--- config.mk ---
export PLATFORM = sky130hd
export DESIGN_NAME = full_adder4_str
export DESIGN_NICKNAME = d
export VERILOG_FILES = /design/src/rtl/full_adder4_str.sv
export SDC_FILE = /design/constraint.sdc
export NUM_CORES = 1
export LEC_CHECK = 0
export BUFFER_PORTS_ARGS = -buffer_cell sky130_fd_sc_hd__buf_4
export CAP_MARGIN = 20
export CORE_MARGIN = 1.5
export CORE_UTILIZATION = 46
export CTS_BUF_LIST = sky130_fd_sc_hd__clkbuf_2 sky130_fd_sc_hd__clkbuf_4 sky130_fd_sc_hd__clkbuf_8
export CTS_CLUSTER_DIAMETER = 120
export CTS_CLUSTER_SIZE = 25
export DETAILED_ROUTE_END_ITERATION = 12
export PLACE_DENSITY = 0.88
export SYNTH_ARGS = -nofsm -noshare
export SYNTH_HDL_FRONTEND = slang
export SYNTH_SLANG_ARGS = --single-unit
--- constraint.sdc ---
create_clock -name clk -period 1 [get_ports clk]
set_clock_uncertainty 0.15 [all_clocks]
set_input_delay 0.3 -clock clk [delete_from_list [all_inputs] [get_ports clk]]
set_output_delay 0.3 -clock clk [all_outputs]
set_load 0.1 [all_outputs]
--- src/rtl/full_adder4_str.sv ---
// full_adder4_str: structural ripple-carry adder with a registered result.
// The adder is built from 1-bit full-adder cells. The cells are grouped into
// 4-bit ripple slices, and the slices are chained by carry. A single register
// stage holds SUM and Cout.
// Optional feature: define FULL_ADDER4_STR_OVF_EN to add a registered
// signed-overflow output, OVF.

// 1-bit full-adder cell
module fa_cell (
    input  logic a,
    input  logic b,
    input  logic c,
    output logic s,
    output logic co
);
    assign s  = a ^ b ^ c;
    assign co = (a & b) | (a & c) | (b & c);
endmodule

// 4-bit ripple slice made of four fa_cell instances
module rca4_slice (
    input  logic [3:0] a,
    input  logic [3:0] b,
    input  logic       ci,
    output logic [3:0] s,
    output logic       co
);
    logic [4:0] c;

    assign c[0] = ci;
    assign co   = c[4];

    genvar i;
    generate
        for (i = 0; i < 4; i++) begin : g_bit
            fa_cell u_fa (
                .a  (a[i]),
                .b  (b[i]),
                .c  (c[i]),
                .s  (s[i]),
                .co (c[i+1])
            );
        end
    endgenerate
endmodule

module full_adder4_str #(
    parameter int WIDTH = 32
) (
    input  logic             clk,
    input  logic             rst_n,
    input  logic [WIDTH-1:0] A,
    input  logic [WIDTH-1:0] B,
    input  logic             Cin,
    output logic [WIDTH-1:0] SUM,
`ifdef FULL_ADDER4_STR_OVF_EN
    output logic             OVF,
`endif
    output logic             Cout
);
    localparam int NSLICE = WIDTH / 4;

    generate
        if ((WIDTH % 4) != 0 || WIDTH < 4) begin : g_bad_width
            $error("full_adder4_str: WIDTH must be a multiple of 4, minimum 4");
        end
    endgenerate

    logic [NSLICE:0]  carry;
    logic [WIDTH-1:0] s;
    logic             c_out;

    assign carry[0] = Cin;
    assign c_out    = carry[NSLICE];

    genvar k;
    generate
        for (k = 0; k < NSLICE; k++) begin : g_slice
            rca4_slice u_slice (
                .a  (A[4*k +: 4]),
                .b  (B[4*k +: 4]),
                .ci (carry[k]),
                .s  (s[4*k +: 4]),
                .co (carry[k+1])
            );
        end
    endgenerate

    // Result register: 1-cycle latency, no handshake, async clear
    always_ff @(posedge clk or negedge rst_n) begin
        if (!rst_n) begin
            SUM  <= '0;
            Cout <= 1'b0;
        end else begin
            SUM  <= s;
            Cout <= c_out;
        end
    end

`ifdef FULL_ADDER4_STR_OVF_EN
    // The carry into the MSB cell is recovered from that cell's own sum bit,
    // because s = a^b^c implies c = a^b^s. This avoids exposing
    // per-slice internal carries.
    logic c_into_msb;
    logic ovf_c;

    assign c_into_msb = A[WIDTH-1] ^ B[WIDTH-1] ^ s[WIDTH-1];
    assign ovf_c      = c_into_msb ^ c_out;

    // Signed-overflow register, aligned with SUM/Cout
    always_ff @(posedge clk or negedge rst_n) begin
        if (!rst_n) OVF <= 1'b0;
        else        OVF <= ovf_c;
    end
`endif
endmodule

==> impl_metrics.toml, run 1 <==
[yosys]
ys_types = 3
synthAdderAreaFrac_pct = 42.6
synth_top_family_by_area = "adder cells"
ys_ff_latch = 33
synth-seq-area-share_pct = 54.9
synth_compound_area_share_pct = 0
synthMuxAreaShare_pct = 0
synth-warning-count = 0
synth.net_count = 174
synth-simple-area-share_pct = 0
synth_xor_area_share_pct = 0
syn_area_um2 = 1500
syn_area_per_cell_um2 = 20.1
synthCells = 75

[run_status]
error = "[ERROR DPL-0033] detailed placement checks failed during check placement."
outcome = "stopped before the end"
lastStage = "clock tree synthesis"

[floorplanning]
die_h_um = 60.2
rows = 20
start_util_pct = 48.9
die_x_um = 60.2
io-pin-count = 100

[clock_network]
cts-htree-levels = 2
cts_root_buf = "clkbuf_4"
holdBufCountCts = 1
numCtsBuffers = 5
cts_sinks = 33
cts_setup_buffers = 0
clockBufferDepth = 2
ctsResizeCount = 104

[placement]
dpl-instance-area_um2 = 2520
port_buffers = 99
dp_hpwl_um = 2750
gp_congestion = 0.697
## synthesized netlist by cell type
master	count	share of area, %
inv_1	10	2.5
fa_1	32	43
dfrtp_1	33	55
## kinds of logic after synthesis
family,Yosys count
fa+ha+maj,32
buf+inv,10
flops,33
## metrics by stage
| step | instances | TNS (ns) | setup slack [ns] | hold WS (ns) |
|---|---|---|---|---|
| after detailed placement | 218 | -192.17 | -10.90 | 0.111 |
| after global placement | 218 | -189.73 | -10.80 | 0.102 |
| after floorplan | 75 | -179.04 | -10.45 | -0.146 |
==> inputs of run 2 (changes only) <==
- CORE_UTILIZATION: 46 -> 40
- CTS_BUF_LIST: sky130_fd_sc_hd__clkbuf_2 sky130_fd_sc_hd__clkbuf_4 sky130_fd_sc_hd__clkbuf_8 -> default
- CTS_CLUSTER_DIAMETER: 120 -> default
- CTS_CLUSTER_SIZE: 25 -> default
- PLACE_DENSITY: 0.88 -> default
- PLACE_DENSITY_LB_ADDON: default -> 0.15
==> run 2 against run 1 <==
Against the previous run:
- the flow now finishes, with violations (hold timing, setup timing)
- synthesized area is the same
- synthesized cell count is the same
==> impl_metrics.toml, run 2 <==
[detailed_routing]
routedWlPerCell_um = 19.2
drt_iter0_markers = 49
drt-total-wl_um = 4410
drc = 0
drtAntennaViolNets = 0
vias = 1012
avgViaCountPerCell = 4.40
first_pass_iters = 2

[sta]
whs_ns = -0.188
max_freq_mhz = 85.4
rsz0062_at_grt = "yes"
layout_setup_ws_ns = -10.72
post-route-min-period_ns = 11.72
tns_ns = -192.18
setup_viol = 66
maxSlewViolCount = 0
worstMarginPinSlew_ns = 0.440
slew_headroom_pct = 70.7
hold_violations = 33
finalCritPeriodShare_pct = 1170

[floorplanning]
start_util_pct = 41.4
io-pin-count = 100
die_x_um = 64.3
die_h_um = 64.3
rows = 22
die_area_um2 = 4140
core_um2 = 3630

[pwr]
power_leakage_nw = 1.30
p_per_area_nw_per_um2 = 2270
sw_frac_of_total_pct = 45.6
p_int_mw = 3.77
ir_worst_vdd_uv = 1350
clock_power_share_pct = 16.1
power.share.sequential_pct = 29.0
combPwrFrac_pct = 54.9
p_switching_mw = 3.16

[critical_path]
cp_slowest_cell = "fa_2"
slowest_delay_ns = 0.41
cp-start-kind = "input port"
cpLargestDelayFamily = "adder cells"
end_kind = "register"
cp_data_arrival_time_ns = 11.78
crit_fanout = 1
critical_path_buf_inv_count = 5
crit_type = "in -> reg"
path_common_cell = "fa_2"
critPathRequiredTime_ns = 1.06

[yosys]
synth_common_cells = "dfrtp_1 (33), fa_1 (32), inv_1 (10)"
synth_flop_cell = "dfrtp_1"
synth.most_common_cell = "dfrtp_1"
syn_area_per_cell_um2 = 20.1
ys_top_cells_by_area = "dfrtp_1 (55%), fa_1 (43%), inv_1 (2.5%)"
synth_edf_count = 0
synth-warning-count = 0
yosysTopAreaCellShare_pct = 54.9
synthArstFlopShare_pct = 100
ys_types = 3
synth.net_count = 174
syn_area_um2 = 1500
ys_ff_latch = 33
synthCells = 75
yosysTopAreaCell = "dfrtp_1"
synth-seq-area-share_pct = 54.9

[placement]
port_buffers = 99
dpl-instance-area_um2 = 2520
preCtsSetupSlack_ns = -10.95
dp_hpwl_um = 2620
gp_congestion = 0.687

[cells_and_area]
drive_gt1_share_pct = 97.8
final_common_cell = "buf_4"
largestRegisters = "SUM (32), Cout (1)"
area_growth_syn_to_layout_pct = 103
final_area_um2 = 3050
largest_reg_flops = 32
fill_cells = 175
regArea_um2 = 946
max_flop_register = "SUM"
n_antenna_cell = 0
multi_input_area_um2 = 721
nets = 280
final_cell_mix = "buf_4 (63), buf_12 (33), dfrtp_4 (32), fa_2 (32), clkbuf_8 (7)"

[global_routing]
grt_pass1_wl_um = 6100
grt_max_degree = 34
antenna_found_initial = 0
overflow = 0
grtUsageTotal_pct = 21.1
grt_pass1_vias = 1267

[hold_path]
hp-class = "in -> async"

[clock_network]
numCtsBuffers = 5
clkTransAtPathRegs_ns = 0.07
cts_root_buf = "clkbuf_8"
cts-htree-levels = 2
cts_sinks = 33
clockBufferDepth = 2
cts_tree = "yes"
cts_setup_buffers = 0

[run_status]
violations = "hold timing, setup timing"
outcome = "finished, violations left"

[run]
cap_violations = 0
-- run 2: cell counts after synthesis --
No cell type changed its count.
-- run 2: timing repair --
item,4_1_cts,5_1_grt
resized for setup,103,3
hold endpoints to repair,33,33
setup endpoints to repair,66,66
cloned,0,0
-- run 2: layout make-up --
type / count / share of cell area, %
Timing Repair Buffer: 99 / 38.3
Sequential cell: 33 / 31.0
Multi-Input combinational cell: 32 / 23.6
Clock buffer: 7 / 3.15
Tap cell: 48 / 1.97
Inverter: 10 / 1.80
Clock inverter: 1 / 0.164
-- run 2: final timing paths --
| path | from | cells past startpoint | slack (ns) | to |
|---|---|---|---|---|
| min | rst_n | 1 | -0.19 | SUM[1] |
| max | A[0] | 37 | -10.72 | SUM[31] |
| min in group clk | B[2] | 2 | 0.17 | SUM[2] |
| max in group asynchronous | rst_n | 1 | 0.53 | SUM[19] |
-- run 2: cell families (layout without fill, tap and decap cells) --
family,after synthesis,after routing,share of synthesized area (%)
buffers and inverters,10,117,2.50
adder cells (fa/ha/maj),32,32,42.6
flip-flops,33,33,54.9
-- run 2: through the flow --
| step | instances | hold WS, ns | util [%] | total power, mW |
|---|---|---|---|---|
| floorplan | 75 | -0.146 | - | 4.11 |
| global placement | 222 | 0.107 | 69.4 | 4.88 |
| detailed placement | 222 | 0.121 | 69.4 | 4.95 |
| CTS | 230 | -0.182 | 83.8 | 6.86 |
| global route | 230 | -0.167 | 84.1 | 7.17 |
| finish | 230 | -0.188 | 84.1 | 6.93 |
-- run 2: power groups by stage --
| stage | logic, mW | clock network [mW] | registers (mW) |
|---|---|---|---|
| global placement | 3.02 | 0 | 1.86 |
| floorplan | 0.244 | 0 | 3.87 |
| CTS | 3.77 | 1.11 | 1.98 |
| global route | 3.93 | 1.20 | 2.03 |
| finish | 3.80 | 1.12 | 2.01 |
| detailed placement | 3.08 | 0 | 1.86 |
-- run 2: routing by layer --
metal  wire length [µm]  up-vias  global-route usage [%]
met3                330        2                    6.69
met5                  0        -                       0
met1               1350      530                    20.0
met4                 29        0                    5.59
li1                   -      428                       -
met2               2700       52                    42.3
Note: power is estimated with default switching activity, not from simulation.
